### src/rtl/mem_port_arbiter.sv
// ============================================================================
//  Module      : mem_port_arbiter
//  Description : Shares one external memory port between the instruction
//                fetch requester and the data requester. Data has fixed
//                priority, with a starvation guard for fetch. Responses are
//                routed back in order through an owner FIFO, and wrong-path
//                fetch responses are discarded after a pipeline flush.
//  Revision    : 1.0 - initial release
// ============================================================================
`default_nettype none

module mem_port_arbiter #(
   parameter int ADDR_WIDTH   = 32,
   parameter int DATA_WIDTH   = 32,
   parameter int MAX_OUT      = 2,
   parameter int STARVE_LIMIT = 4
) (
   input  logic                    clk,
   input  logic                    rst_n,
   input  logic                    flush_i,
   // instruction fetch requester
   input  logic                    if_req_i,
   input  logic [ADDR_WIDTH-1:0]   if_addr_i,
   output logic                    if_gnt_o,
   output logic                    if_rvalid_o,
   output logic [DATA_WIDTH-1:0]   if_rdata_o,
   // data requester
   input  logic                    dm_req_i,
   input  logic                    dm_we_i,
   input  logic [DATA_WIDTH/8-1:0] dm_be_i,
   input  logic [ADDR_WIDTH-1:0]   dm_addr_i,
   input  logic [DATA_WIDTH-1:0]   dm_wdata_i,
   output logic                    dm_gnt_o,
   output logic                    dm_rvalid_o,
   output logic [DATA_WIDTH-1:0]   dm_rdata_o,
   // downstream memory port
   output logic                    mem_req_o,
   output logic                    mem_we_o,
   output logic [DATA_WIDTH/8-1:0] mem_be_o,
   output logic [ADDR_WIDTH-1:0]   mem_addr_o,
   output logic [DATA_WIDTH-1:0]   mem_wdata_o,
   input  logic                    mem_gnt_i,
   input  logic                    mem_rvalid_i,
   input  logic [DATA_WIDTH-1:0]   mem_rdata_i,
   // status
   output logic                    err_o
);

   localparam int BE_W  = DATA_WIDTH / 8;
   localparam int PTR_W = (MAX_OUT > 1) ? $clog2(MAX_OUT) : 1;
   localparam int CNT_W = $clog2(MAX_OUT + 1);
   localparam int STV_W = $clog2(STARVE_LIMIT + 1);

   localparam logic [PTR_W-1:0] c_PTR_LAST  = PTR_W'(MAX_OUT - 1);
   localparam logic [CNT_W-1:0] c_CNT_FULL  = CNT_W'(MAX_OUT);
   localparam logic [STV_W-1:0] c_STV_LIMIT = STV_W'(STARVE_LIMIT);

   // Lock state: FREE lets priority pick the winner, LOCKED holds a
   // presented-but-ungranted request until the memory accepts it.
   typedef enum logic [0:0] {
      ST_FREE   = 1'b0,
      ST_LOCKED = 1'b1
   } lock_state_t;

   lock_state_t             r_state;
   lock_state_t             w_state_nxt;

   // Request captured when the lock engages, so the downstream request stays
   // stable even if the fetch side redirects on a flush.
   logic                    r_lock_if;
   logic                    r_lock_we;
   logic [BE_W-1:0]         r_lock_be;
   logic [ADDR_WIDTH-1:0]   r_lock_addr;
   logic [DATA_WIDTH-1:0]   r_lock_wdata;
   logic                    r_flush_pend;

   logic [STV_W-1:0]        r_starve;

   // Owner FIFO: one entry per granted, unanswered transaction.
   logic                    r_fifo_if   [MAX_OUT];
   logic                    r_fifo_disc [MAX_OUT];
   logic [PTR_W-1:0]        r_rd_ptr;
   logic [PTR_W-1:0]        r_wr_ptr;
   logic [CNT_W-1:0]        r_count;
   logic                    r_err;

   logic                    w_locked;
   logic                    w_room;
   logic                    w_req;
   logic                    w_sel_if;
   logic                    w_grant;
   logic                    w_if_quiet;
   logic                    w_push_disc;
   logic                    w_empty;
   logic                    w_pop;
   logic                    w_head_if;
   logic                    w_head_disc;
   logic [PTR_W-1:0]        w_rd_ptr_inc;
   logic [PTR_W-1:0]        w_wr_ptr_inc;

   assign w_locked = (r_state == ST_LOCKED);
   assign w_room   = (r_count < c_CNT_FULL);
   assign w_empty  = (r_count == '0);

   // Request and winner selection; forced quiet while reset is asserted.
   assign w_req    = rst_n && (w_locked || dm_req_i || if_req_i) && w_room;
   assign w_sel_if = w_locked ? r_lock_if
                              : (if_req_i && (!dm_req_i || (r_starve == c_STV_LIMIT)));
   assign w_grant  = w_req && mem_gnt_i;

   // A fetch accepted during or after a flush is wrong-path: hide its grant
   // from the fetch stage and mark its response for silent discard.
   assign w_if_quiet  = flush_i || r_flush_pend;
   assign w_push_disc = w_sel_if && w_if_quiet;

   assign mem_req_o   = w_req;
   assign mem_we_o    = w_locked ? r_lock_we    : (w_sel_if ? 1'b0           : dm_we_i);
   assign mem_be_o    = w_locked ? r_lock_be    : (w_sel_if ? {BE_W{1'b1}}   : dm_be_i);
   assign mem_addr_o  = w_locked ? r_lock_addr  : (w_sel_if ? if_addr_i      : dm_addr_i);
   assign mem_wdata_o = w_locked ? r_lock_wdata : (w_sel_if ? {DATA_WIDTH{1'b0}} : dm_wdata_i);

   assign if_gnt_o = w_grant && w_sel_if && !w_if_quiet;
   assign dm_gnt_o = w_grant && !w_sel_if;

   // Response routing from the FIFO head; a fetch response arriving in the
   // flush cycle itself is already wrong-path and is dropped too.
   assign w_pop       = rst_n && mem_rvalid_i && !w_empty;
   assign w_head_if   = r_fifo_if[r_rd_ptr];
   assign w_head_disc = r_fifo_disc[r_rd_ptr];

   assign if_rvalid_o = w_pop && w_head_if && !w_head_disc && !flush_i;
   assign dm_rvalid_o = w_pop && !w_head_if;
   assign if_rdata_o  = mem_rdata_i;
   assign dm_rdata_o  = mem_rdata_i;
   assign err_o       = r_err;

   assign w_rd_ptr_inc = (r_rd_ptr == c_PTR_LAST) ? '0 : r_rd_ptr + 1'b1;
   assign w_wr_ptr_inc = (r_wr_ptr == c_PTR_LAST) ? '0 : r_wr_ptr + 1'b1;

   // Lock state register.
   always_ff @(posedge clk or negedge rst_n) begin
      if (!rst_n) begin
         r_state <= ST_FREE;
      end else begin
         r_state <= w_state_nxt;
      end
   end

   // Lock next-state: engage on an unaccepted request, release on grant.
   always_comb begin
      w_state_nxt = r_state;
      case (r_state)
         ST_FREE:   if (w_req && !mem_gnt_i) w_state_nxt = ST_LOCKED;
         ST_LOCKED: if (w_grant)             w_state_nxt = ST_FREE;
         default:                            w_state_nxt = ST_FREE;
      endcase
   end

   // Capture the winning request when the lock engages; track flush-pending.
   always_ff @(posedge clk or negedge rst_n) begin
      if (!rst_n) begin
         r_lock_if    <= 1'b0;
         r_lock_we    <= 1'b0;
         r_lock_be    <= '0;
         r_lock_addr  <= '0;
         r_lock_wdata <= '0;
         r_flush_pend <= 1'b0;
      end else begin
         if (!w_locked && (w_state_nxt == ST_LOCKED)) begin
            r_lock_if    <= w_sel_if;
            r_lock_we    <= mem_we_o;
            r_lock_be    <= mem_be_o;
            r_lock_addr  <= mem_addr_o;
            r_lock_wdata <= mem_wdata_o;
         end
         if (w_grant) begin
            r_flush_pend <= 1'b0;
         end else if (flush_i && w_req && w_sel_if) begin
            r_flush_pend <= 1'b1;
         end
      end
   end

   // Starvation counter: counts data grants that bypass a waiting fetch.
   always_ff @(posedge clk or negedge rst_n) begin
      if (!rst_n) begin
         r_starve <= '0;
      end else if (!if_req_i || (w_grant && w_sel_if)) begin
         r_starve <= '0;
      end else if (dm_gnt_o && (r_starve != c_STV_LIMIT)) begin
         r_starve <= r_starve + 1'b1;
      end
   end

   // Owner FIFO: push on grant, pop on response, mark fetches on flush.
   always_ff @(posedge clk or negedge rst_n) begin
      if (!rst_n) begin
         for (int i = 0; i < MAX_OUT; i++) begin
            r_fifo_if[i]   <= 1'b0;
            r_fifo_disc[i] <= 1'b0;
         end
         r_rd_ptr <= '0;
         r_wr_ptr <= '0;
         r_count  <= '0;
      end else begin
         for (int i = 0; i < MAX_OUT; i++) begin
            if (flush_i && r_fifo_if[i]) r_fifo_disc[i] <= 1'b1;
         end
         if (w_grant) begin
            r_fifo_if[r_wr_ptr]   <= w_sel_if;
            r_fifo_disc[r_wr_ptr] <= w_push_disc;
            r_wr_ptr              <= w_wr_ptr_inc;
         end
         if (w_pop) r_rd_ptr <= w_rd_ptr_inc;
         case ({w_grant, w_pop})
            2'b10:   r_count <= r_count + 1'b1;
            2'b01:   r_count <= r_count - 1'b1;
            default: r_count <= r_count;
         endcase
      end
   end

   // Sticky error on a response with nothing outstanding.
   always_ff @(posedge clk or negedge rst_n) begin
      if (!rst_n) begin
         r_err <= 1'b0;
      end else if (mem_rvalid_i && w_empty) begin
         r_err <= 1'b1;
      end
   end

endmodule

`default_nettype wire

### config.mk
export PLATFORM = sky130hd
export DESIGN_NAME = mem_port_arbiter
export DESIGN_NICKNAME = d
export VERILOG_FILES = /design/src/rtl/mem_port_arbiter.sv
export SDC_FILE = /design/constraint.sdc
export NUM_CORES = 1
export LEC_CHECK = 0
export ABC_AREA = 1
export CAP_MARGIN = 40
export CORE_MARGIN = 1
export CORE_UTILIZATION = 36
export CTS_CLUSTER_DIAMETER = 50
export DETAILED_ROUTE_END_ITERATION = 16
export GPL_TIMING_DRIVEN = 0
export PLACE_DENSITY = 0.87
export SYNTH_ARGS = -nofsm -noshare
export SYNTH_HDL_FRONTEND = slang
export SYNTH_SLANG_ARGS = --single-unit
### constraint.sdc
create_clock -name clk -period 2 [get_ports clk]
set_clock_uncertainty 0.15 [all_clocks]
set_input_delay 0.4 -clock clk [delete_from_list [all_inputs] [get_ports clk]]
set_output_delay 0.4 -clock clk [all_outputs]
set_load 0.03 [all_outputs]
==> summary.md <==
| Metric | Value |
|---|---|
| Failing checks | `setup timing` |
| DR vias | `approximately 6000` |
| Die area | `15300 um^2` |
| Yosys top cell area share | `between 30% and 40%` |
| PwrDens | `about 1600 nW/um^2` |
| Max Freq | `399 MHz` |
| Synth warn | `0` |
| DP Area | `8700 um^2` |
| Post-synth EDFFs | `0` |
| Vias in the first global route | `slightly above 6000` |
| Mux cell area share after synthesis | `0%` |
| Inserted Clock Buffers | `9` |
| Final setup TNS | `-30460 ps` |
| CP startpoint kind | `register` |
| First-pass GRT wire length | `30.5 mm` |
| Worst hold path type | `in2async` |
| Maximum fanout along the worst path | `8` |
| Relative slew margins | `51.5%` |
| Via density per instance | `between 5 and 6` |
| Post-DP HPWL | `13.7 mm` |
| Simple-Gate Fraction of Synth Area | `23.6%` |
| IO buf count | `246` |
| Combinational Power Share | `72.8%` |
| Period minus WS final | `between 2000 and 3000 ps` |
| Place WS | `-1200 ps` |
| Clock power share | `9.6%` |
| N_diodes | `0` |
| Num ports | `279` |
| Dpl cells | `1144` |
| CTS Sinks | `84` |
| Switching Fraction | `a little under half` |
| Synth Register Bits | `84` |
| Xor and xnor area share after synthesis | `0.658%` |
| Final setup margin | `-507 ps` |
| Largest stage delay, worst path | `between 300 and 400 ps` |
| Endpoints failing setup | `between 70 and 80` |
| CTS max path bufs | `2` |
| Async SR Flop Fraction | `100%` |
| Flop pwr share | `17.6%` |
| NetSw | `7.59 mW` |
| Synth top area cells | `dfrtp_1 39%, nand2_1 11%, buf_4 9.3%` |
| Status | `finished with violations` |
| Initial DRC Count | `419` |
| Post-Synthesis Cells | `713` |
| Starting Density | `36.8%` |
| Mapped cell area | `5330 um^2` |
| Clk root buf | `clkbuf_16` |
| Final Hold Violating Endpoints | `0` |
| Seq/Total Area, Yosys | `39.5%` |
| CTS tree | `yes` |
| DRC | `0` |
| Yosys cell types | `26` |
| Final #Nets | `roughly 1200` |
| P&R area growth vs syn | `96.1%` |
| Fraction of the mapped netlist area in adder cells | `0.705%` |
| Synth Area in Compound Gates | `16.3%` |
| Req. time, crit path | `between 1000 and 1500 ps` |
| Remaining Overflow, GRT | `0` |
| Die Span X | `about 120 um` |
| Syn Nets | `~860` |
| Routability cong. | `just under 0.8` |
| RSZ-0062 raised after global routing | `true` |
| Largest family of logic cells by synthesized area | `simple AND/OR/NAND/NOR gates` |
| Main flop type after synthesis | `dfrtp_1` |
| Cell-internal power | `8.90 mW` |
| Initial antenna violation count | `0` |
| Syn avg cell area | `7.47 um^2` |
| Leak pwr | `4.72 nW` |
| Crit-path slowest cell | `dfrtp_1` |
| Total routed wirelength | `20.8 mm` |
| Final Instance Area | `between 10000 and 15000 um^2` |
| Worst path arrival time | `1960 ps` |
| Synth area leader | `dfrtp_1` |
| Max Cap Violations | `0` |
| Most used cell, CP | `nand2_4` |
| DR pass1 iterations | `5` |
| Worst slew pin tran | `725 ps` |
| Worst vdd ir | `999 uV` |
| Core area | `approximately 14000 um^2` |
| Final period utilization | `125%` |
| GRT Total Usage | `26.5%` |
| Die H | `~120 um` |
| Crit. End Element | `output port` |
| Final cell count without fillers | `1207` |
| Clk pin slew, worst setup/hold paths | `70 ps` |
| Fraction of layout cells with a size suffix above 1 | `36.8%` |
| Max Slew Vio Count | `0` |
| Largest net degree at the start of global routing | `34` |
| Setup Crit Path Kind | `reg2out` |
| Htree depth | `3` |
| Crit path cell chain | `inv_2 > ha_4 > nand2_4 > nand2_4 > nand2_4 > nand2_8 > buf_12 > o21bai_4 > a31oi_4 > buf_6` |
| Site row count | `44` |
| Routed Antenna Nets | `0` |
| Clock latency at the later pin of the worst-skew pair | `around 340 ps` |
| WL/cell | `17.2 um` |
-- power by group through the flow --
stage	clock network, mW	logic [mW]	registers (mW)
floorplan	0	6.33	2.77
global placement	0	9.33	2.83
detailed placement	0	9.47	2.86
CTS	1.61	11.1	2.85
global route	1.68	12.7	2.97
finish	1.59	12.0	2.90
-- layout by cell type, fill, tap and decap left out, drive strengths merged --
cell type,n
buf,201
clkdlybuf4s50,169
nand2,157
inv,88
dfrtp,84
o21ai,75
nand3,47
nor2,44
a31oi,32
clkbuf,32
nand3b,31
o21bai,31
o22ai,6
clkinv,4
xor2,3
a21oi,3
ha,3
or2,2
nor3,2
bufbuf,2
dlygate4sd3,2
xnor2,1
a31o,1
clkinvlp,1
dlygate4sd2,1
dlymetal6s2s,1
-- final cells by class --
type                       instances  area, um^2
buffer                           105         960
clock buffer                      10         229
clock inverter                     6        47.5
fill                            1029        4040
inverter                          87         349
multi-input combinational        438        3320
sequential                        84        2100
tap                              184         230
timing repair buffer             293        3210
-- worst max-delay path, delay by kind of cell, from the launching register on --
kind                     cells  cell delay (ps)
buffers and inverters        3              410
AND/OR/NAND/NOR              4              400
flip-flops                   1              390
AO/OA/AOI/OAI                2              250
adder cells (fa/ha/maj)      1              140
-- repair_timing --
action / CTS / global route
cloned: 9 / 3
hold buffers: 5 / 0
setup buffers: 23 / 9
resized for setup: 614 / 96
hold endpoints to repair: 37 / 0
setup endpoints to repair: 151 / 128
pin swaps: 11 / 8
-- Yosys cell counts (4+ instances only) --
master / instances
o21ai_0: 51
dfrtp_1: 84
nand2_1: 155
o22ai_1: 6
a31oi_1: 32
buf_2: 19
nand3_1: 46
nand3b_1: 31
buf_4: 66
o21bai_1: 31
o21ai_1: 24
clkbuf_1: 16
inv_1: 83
buf_6: 4
nor2_1: 44
-- worst paths after layout --
check / from / end / slack, ps / cells past startpoint
worst min register to register: r_lock_addr[17]$_DFFE_PN0P_ / r_lock_addr[17]$_DFFE_PN0P_ / 330 / 2
worst max register to register: r_starve[0]$_DFFE_PN0P_ / r_lock_addr[28]$_DFFE_PN0P_ / 70 / 12
worst max-delay path: r_starve[0]$_DFFE_PN0P_ / mem_addr_o[25] / -510 / 10
worst min-delay path: rst_n / r_lock_addr[13]$_DFFE_PN0P_ / 20 / 4
min in group clk: r_lock_addr[17]$_DFFE_PN0P_ / r_lock_addr[17]$_DFFE_PN0P_ / 330 / 2
max in group asynchronous: rst_n / r_state$_DFF_PN0_ / 460 / 4
-- cell families (layout without fill, tap and decap cells) --
kind of cell | count (synthesis) | in the layout
AND/OR/NAND/NOR | 282 | 283
buffers and inverters | 192 | 501
AO/OA/AOI/OAI | 148 | 148
flip-flops | 84 | 84
XOR/XNOR | 4 | 4
adder cells (fa/ha/maj) | 3 | 3
-- stage by stage --
step | util [%] | hold WS (ps) | power [mW]
2_1_floorplan | - | -45.6 | 9.10
3_3_place_gp | 59.9 | 301 | 12.2
3_5_place_dp | 60.1 | 255 | 12.3
4_1_cts | 68.6 | 22.0 | 15.5
5_1_grt | 72.1 | 34.8 | 17.3
6_report | 72.1 | 18.2 | 16.5
-- registers in the layout, summed over array words and instances (netlist names) --
| signal | flops |
|---|---|
| r_state | 1 |
| r_lock_if | 1 |
| r_count | 2 |
| r_lock_be | 4 |
| r_lock_addr | 32 |
| r_lock_wdata | 32 |
| r_starve | 3 |
| r_lock_we | 1 |
| r_flush_pend | 1 |
| r_rd_ptr | 1 |
| err_o | 1 |
| r_fifo_if | 2 |
| r_fifo_disc | 2 |
| r_wr_ptr | 1 |
-- layer usage --
| metal | global-route usage [%] | part of all wire, % | routed length (um) | vias up |
|---|---|---|---|---|
| li1 | - | - | - | 2875 |
| met1 | 29.7 | 38 | 7810 | 2878 |
| met2 | 48.2 | 52 | 10900 | 283 |
| met3 | 5.17 | 7.2 | 1490 | 45 |
| met4 | 11.7 | 2.8 | 576 | 0 |
| met5 | 0 | 0 | 0 | - |
(Power assumes the default switching activity.)
